### src/rtl/cpu_pkg.sv
// Shared CPU definitions: datapath widths, register address type and the
// architectural zero register.
package cpu_pkg;

    localparam int DATA_W     = 32;
    localparam int REG_ADDR_W = 5;

    typedef logic [REG_ADDR_W-1:0] reg_addr_t;
    typedef logic [DATA_W-1:0]     word_t;

    localparam reg_addr_t REG_ZERO = 5'd0;

endpackage

### src/rtl/register_file_if.sv
// Register file access bundle between the ID/WB stages (master) and the
// register file (slave).
// There is no valid/ready handshake on this bundle: reads are combinational
// and always valid, and a write is taken on every rising clock edge where
// regwrite is high, with no back-pressure.
interface register_file_if;
    import cpu_pkg::*;

    reg_addr_t readreg1;
    reg_addr_t readreg2;
    reg_addr_t writereg;
    word_t     writeda;
    logic      regwrite;
    word_t     readda1;
    word_t     readda2;

    modport master (
        output readreg1, readreg2, writereg, writeda, regwrite,
        input  readda1, readda2
    );

    modport slave (
        input  readreg1, readreg2, writereg, writeda, regwrite,
        output readda1, readda2
    );

endinterface

### src/rtl/register_file_read_port.sv
// One combinational read port: zero register, then same-cycle bypass of the
// WB write, then the stored entry.
module register_file_read_port
    import cpu_pkg::*;
(
    input  reg_addr_t addr,
    input  reg_addr_t wr_addr,
    input  word_t     wr_data,
    input  logic      wr_en,
    input  word_t     entry,
    output word_t     data
);

    // Priority read mux; address 0 never forwards.
    always_comb begin
        data = entry;
        if (addr == REG_ZERO) begin
            data = '0;
        end else if (wr_en && (wr_addr == addr)) begin
            data = wr_data;
        end
    end

endmodule

### src/rtl/register_file.sv
// 32 x 32 general-purpose register file for the ID stage: two combinational
// read ports with WB bypass, one synchronous write port, r0 hardwired to 0.
module register_file #(
    parameter int DATA_W = cpu_pkg::DATA_W,
    parameter int ADDR_W = cpu_pkg::REG_ADDR_W
) (
    input  logic                   clk,
    input  logic                   rst_n,
    register_file_if.slave         rf
);

    localparam int NUM_REGS = 2 ** ADDR_W;

    logic [DATA_W-1:0] regs [0:NUM_REGS-1];

    // Forwarding is suppressed during reset so reads stay 0 while rst_n is low.
    logic bypass_en;
    assign bypass_en = rf.regwrite & rst_n;

    // Storage: asynchronous clear, writes to r0 dropped so entry 0 stays 0.
    always_ff @(posedge clk or negedge rst_n) begin
        if (!rst_n) begin
            for (int i = 0; i < NUM_REGS; i++) begin
                regs[i] <= '0;
            end
        end else if (rf.regwrite && (rf.writereg != cpu_pkg::REG_ZERO)) begin
            regs[rf.writereg] <= rf.writeda;
        end
    end

    register_file_read_port u_port1 (
        .addr    (rf.readreg1),
        .wr_addr (rf.writereg),
        .wr_data (rf.writeda),
        .wr_en   (bypass_en),
        .entry   (regs[rf.readreg1]),
        .data    (rf.readda1)
    );

    register_file_read_port u_port2 (
        .addr    (rf.readreg2),
        .wr_addr (rf.writereg),
        .wr_data (rf.writeda),
        .wr_en   (bypass_en),
        .entry   (regs[rf.readreg2]),
        .data    (rf.readda2)
    );

endmodule

### src/flat_wrapper.sv
// flat-port wrapper written by rule: the top's interface ports become plain ports
module register_file_flat 
#(
    parameter int DATA_W = cpu_pkg::DATA_W,
    parameter int ADDR_W = cpu_pkg::REG_ADDR_W
)
  (clk, rst_n, rf_readreg1, rf_readreg2, rf_writereg, rf_writeda, rf_regwrite, rf_readda1, rf_readda2);
  register_file_if rf_i ();
  input  logic clk;
  input  logic rst_n;
  input wire logic [$bits(rf_i.readreg1)-1:0] rf_readreg1;
  input wire logic [$bits(rf_i.readreg2)-1:0] rf_readreg2;
  input wire logic [$bits(rf_i.writereg)-1:0] rf_writereg;
  input wire logic [$bits(rf_i.writeda)-1:0] rf_writeda;
  input wire logic [$bits(rf_i.regwrite)-1:0] rf_regwrite;
  output wire logic [$bits(rf_i.readda1)-1:0] rf_readda1;
  output wire logic [$bits(rf_i.readda2)-1:0] rf_readda2;
  assign rf_i.readreg1 = rf_readreg1;
  assign rf_i.readreg2 = rf_readreg2;
  assign rf_i.writereg = rf_writereg;
  assign rf_i.writeda = rf_writeda;
  assign rf_i.regwrite = rf_regwrite;
  assign rf_readda1 = rf_i.readda1;
  assign rf_readda2 = rf_i.readda2;
  register_file #(.DATA_W(DATA_W), .ADDR_W(ADDR_W)) u_core (.clk(clk), .rst_n(rst_n), .rf(rf_i));
endmodule
### config.mk
export PLATFORM = sky130hd
export DESIGN_NAME = register_file_flat
export DESIGN_NICKNAME = d
export VERILOG_FILES = /design/src/rtl/cpu_pkg.sv /design/src/rtl/register_file_if.sv /design/src/rtl/register_file_read_port.sv /design/src/rtl/register_file.sv /design/src/flat_wrapper.sv
export SDC_FILE = /design/constraint.sdc
export NUM_CORES = 2
export LEC_CHECK = 0
export ABC_AREA = 1
export ABC_CLOCK_PERIOD_IN_PS = 1900
export BUFFER_PORTS_ARGS = -buffer_cell sky130_fd_sc_hd__buf_2
export CORE_UTILIZATION = 45
export CTS_BUF_LIST = sky130_fd_sc_hd__clkbuf_16
export DETAILED_ROUTE_END_ITERATION = 10
export PLACE_DENSITY = 0.63
export SYNTH_ARGS = -nofsm -noshare
export SYNTH_HDL_FRONTEND = slang
export SYNTH_SLANG_ARGS = --single-unit
### constraint.sdc
create_clock -name clk -period 1.9 [get_ports clk]
set_input_delay 0.19 -clock clk [delete_from_list [all_inputs] [get_ports clk]]
set_output_delay 0.19 -clock clk [all_outputs]
set_load 0.005 [all_outputs]
==> flow_summary.yaml <==
final_layout:
  largest_reg_flops: 1024
  drive_gt1_frac: 0.1969
  largest-register: "u_core.regs"
  largestRegisters: "u_core.regs x1024"
  post-route-util: 0.5615
  fillers: 12096
  areaGrowthSynthToFinish_pct: 23.61
  stdcell_count: 10912
  finalNetCount: 9108
global_route:
  grt_pass1_wl_um: 373600
  overflow: 0
  grt_max_degree: 133
  grt_usage: 0.3640
  grt_pass1_vias: 59154
  antenna_found_initial: 16
cts:
  clk_pin_slew_ps: 70
  cts_tree: "yes"
  cts_root_buf: "clkbuf_16"
  htree_levels: 3
  clock_sinks: 1024
  insertion_delay_ps: 770
  numCtsBuffers: 115
  cts_buffer_depth: 3
worst_setup_path:
  worstPathCellList: "inv_2 > nand2_1 > nand3_1 > nand3_1 > nand2_1 > nor2_1 > nand2_1 > nand2_1 > nor2_1 > nor2_2 > buf_2"
  slowest_stage: "dfrtp_1"
  end_kind: "output pin"
  crit_family: "simple AND/OR/NAND/NOR gates"
  r2r-end: "u_core.regs[111]$_DFFE_PN0P_"
  reg2reg_depth: 13
  worst-path-stages: 11
  crit_path_frequent_cell: "nand2_1"
  required_ps: 1710
  critPathArrivalTime_ps: 2190
  ff2ff_setup_slack_ps: 100
  crit_buf_inv: 2
  slowest_delay_ps: 380
  crit_path_start_kind: "flip-flop"
  critPathKind: "reg2out"
  path_max_fanout: 2
  r2r-start: "u_core.regs[111]$_DFFE_PN0P_"
synth:
  syn_nets: 8952
  avgSynthCellArea_sq_um: 6.717
  asyncSetResetFlopFracSynth: 1.000
  yosys.area.top_type_share: 0.4286
  ys_top_cells_by_count: "nand2_1 (2883), nand3_1 (1537), o21ai_0 (1048)"
  yosysUniqueCellTypes: 27
  yosysMostFrequentCell: "nand2_1"
  synth_area_leader_cell: "dfrtp_1"
  synth_edf_count: 0
  ys_seq_elements: 1024
  synth_warnings: 0
  synth_flop_cell: "dfrtp_1"
  synth_area_leaders: "dfrtp_1 (43%), nand2_1 (18%), nand3_1 (13%), o21ai_0 (8.8%), inv_1 (6.5%)"
  syn_inst: 8902
  seq_area_frac_synth: 0.4286
  netlist_area_sq_um: 59790
timing:
  hold_viol: 0
  min_period_ps: 2382
  maxSlewHeadroom: 0.3227
  rsz0062_at_grt: "true"
  setup_violations: 64
  tightest_slew_ps: 1013
  finalCritPeriodShare: 1.254
  max_freq_ghz: 0.4198
  finClkSkew_ps: 0
  layout_setup_ws_ps: -481.9
  slew_violations: 0
detailed_routing:
  drt_iter0_markers: 8743
  drt-wirelength-per-cell_um: 22.90
  drt_pass1_iterations: 8
  vias_per_cell: 5.844
  vias: 63773
  ant_nets: 0
  routed_wl_um: 249800
  drc_errors: 0
power_and_ir_drop:
  p_per_area_nw_per_um2: 950.0
  finalPower_mw: 70.21
  leakage_nw: 35.25
  irDropWorstVdd_v: 0.0009135
run_status:
  status: "finished with violations"
  violations: "negative setup slack"
place:
  gp_congestion: 0.9512
  dp_cells: 10566
  port_buffers: 113
  place_hpwl_um: 154700
floorplan:
  dieArea_sq_um: 134300
  die_h_um: 366.5
  die_w_um: 366.5
  initial_core_util: 0.4542
  coreArea_sq_um: 131600
  rows: 133
  pin_count: 114
worst_hold_path:
  min_path_type: "in2async"
flow_run:
  drv_cap: 0
worst reg2reg max path, delay by kind of cell, from the launching register on:
family                 cells  cell delay [ps]
buffers and inverters     12             1240
DFF                        1              370
AOI/OAI and AO/OA          1              110
power breakdown:
part | switching, mW | total [mW] | internal [mW]
clock | 9.94 | 22.3 | 12.4
combinational | 12.1 | 19.1 | 7.05
sequential | 2.16 | 28.8 | 26.6
total | 24.1 | 70.2 | 46.1
logic make-up (layout without fill, tap and decap cells):
logic type / count (synthesis) / after routing / synth area share
xor+xnor: 2 / 2 / 0.0002930
buf+inv: 1807 / 2057 / 0.1158
compound gates: 1453 / 1453 / 0.1293
simple gates: 4616 / 4616 / 0.3260
other cells: 0 / 5 / 0
flops: 1024 / 1024 / 0.4286
per-layer routing:
metal / routed length, um / vias up / global-route usage
met5: 32 / - / 0
met4: 13510 / 4 / 0.1813
met3: 32810 / 796 / 0.08984
met2: 104600 / 4194 / 0.5314
met1: 98920 / 30044 / 0.5012
li1: - / 28735 / -
worst max-delay path by stage:
| stage | startpoint | end |
|---|---|---|
| floorplan | rf_readreg2[0] | rf_readda2[10] |
| finish | u_core.regs[564]$_DFFE_PN0P_ | rf_readda2[20] |
| global route | u_core.regs[564]$_DFFE_PN0P_ | rf_readda2[20] |
| global placement | rf_readreg2[0] | rf_readda2[1] |
| detailed placement | rf_readreg2[0] | rf_readda2[1] |
| CTS | u_core.regs[653]$_DFFE_PN0P_ | rf_readda1[13] |
per-stage QoR:
step	hold WS [ps]	setup WS, ps	TNS (ps)	instance area, sq um
after detailed placement	196.6	-446.8	-27530	66590
after global routing	76.83	-553.0	-24930	73900
after CTS	28.55	-451.7	-21990	72200
final	72.10	-481.9	-20480	73910
after global placement	200.0	-412.6	-20990	66590
after floorplan	-105.6	136.5	0	59790
cells in the final DEF (no fill, tap or decap), types with 5 or more instances in the layout:
cell	Yosys	final
a21oi_1	143	86
a21oi_2	0	33
a21oi_4	0	24
buf_12	0	207
buf_2	112	93
buf_4	1	428
buf_6	0	36
buf_8	0	5
bufinv_16	0	10
clkbuf_16	0	116
clkinv_1	2	26
clkinv_2	0	31
dfrtp_1	1024	1024
diode_2	0	5
dlygate4sd3_1	0	36
inv_1	1031	751
inv_2	8	302
nand2_1	2883	2755
nand2_2	5	115
nand2_4	0	17
nand3_1	1537	1230
nand3_2	0	302
nand3_4	0	5
nor2_1	148	123
nor2_2	9	21
nor2_4	12	25
nor3_1	7	7
o211ai_1	180	180
o21ai_0	1048	1008
o21ai_1	77	114
o22ai_1	5	5
or2_4	0	6
layout make-up:
type	count	area, sq um	share of cell area
multi-input cells	6071	29790	0.4030
repair buffers	805	8663	0.1172
diodes	5	12.51	0.0001693
inverters	1041	3954	0.05349
flip-flops and latches	1024	25620	0.3467
clock buffers	116	2903	0.03927
well taps	1755	2196	0.02971
clock inverters	95	768.2	0.01039
what timing repair did:
item,CTS,global route
endpoints found under the hold margin,694,0
gates resized for setup,440,490
setup buffers,64,52
hold buffers,36,0
pin swaps,283,368
setup endpoints to repair,64,66
(Power assumes the default switching activity.)
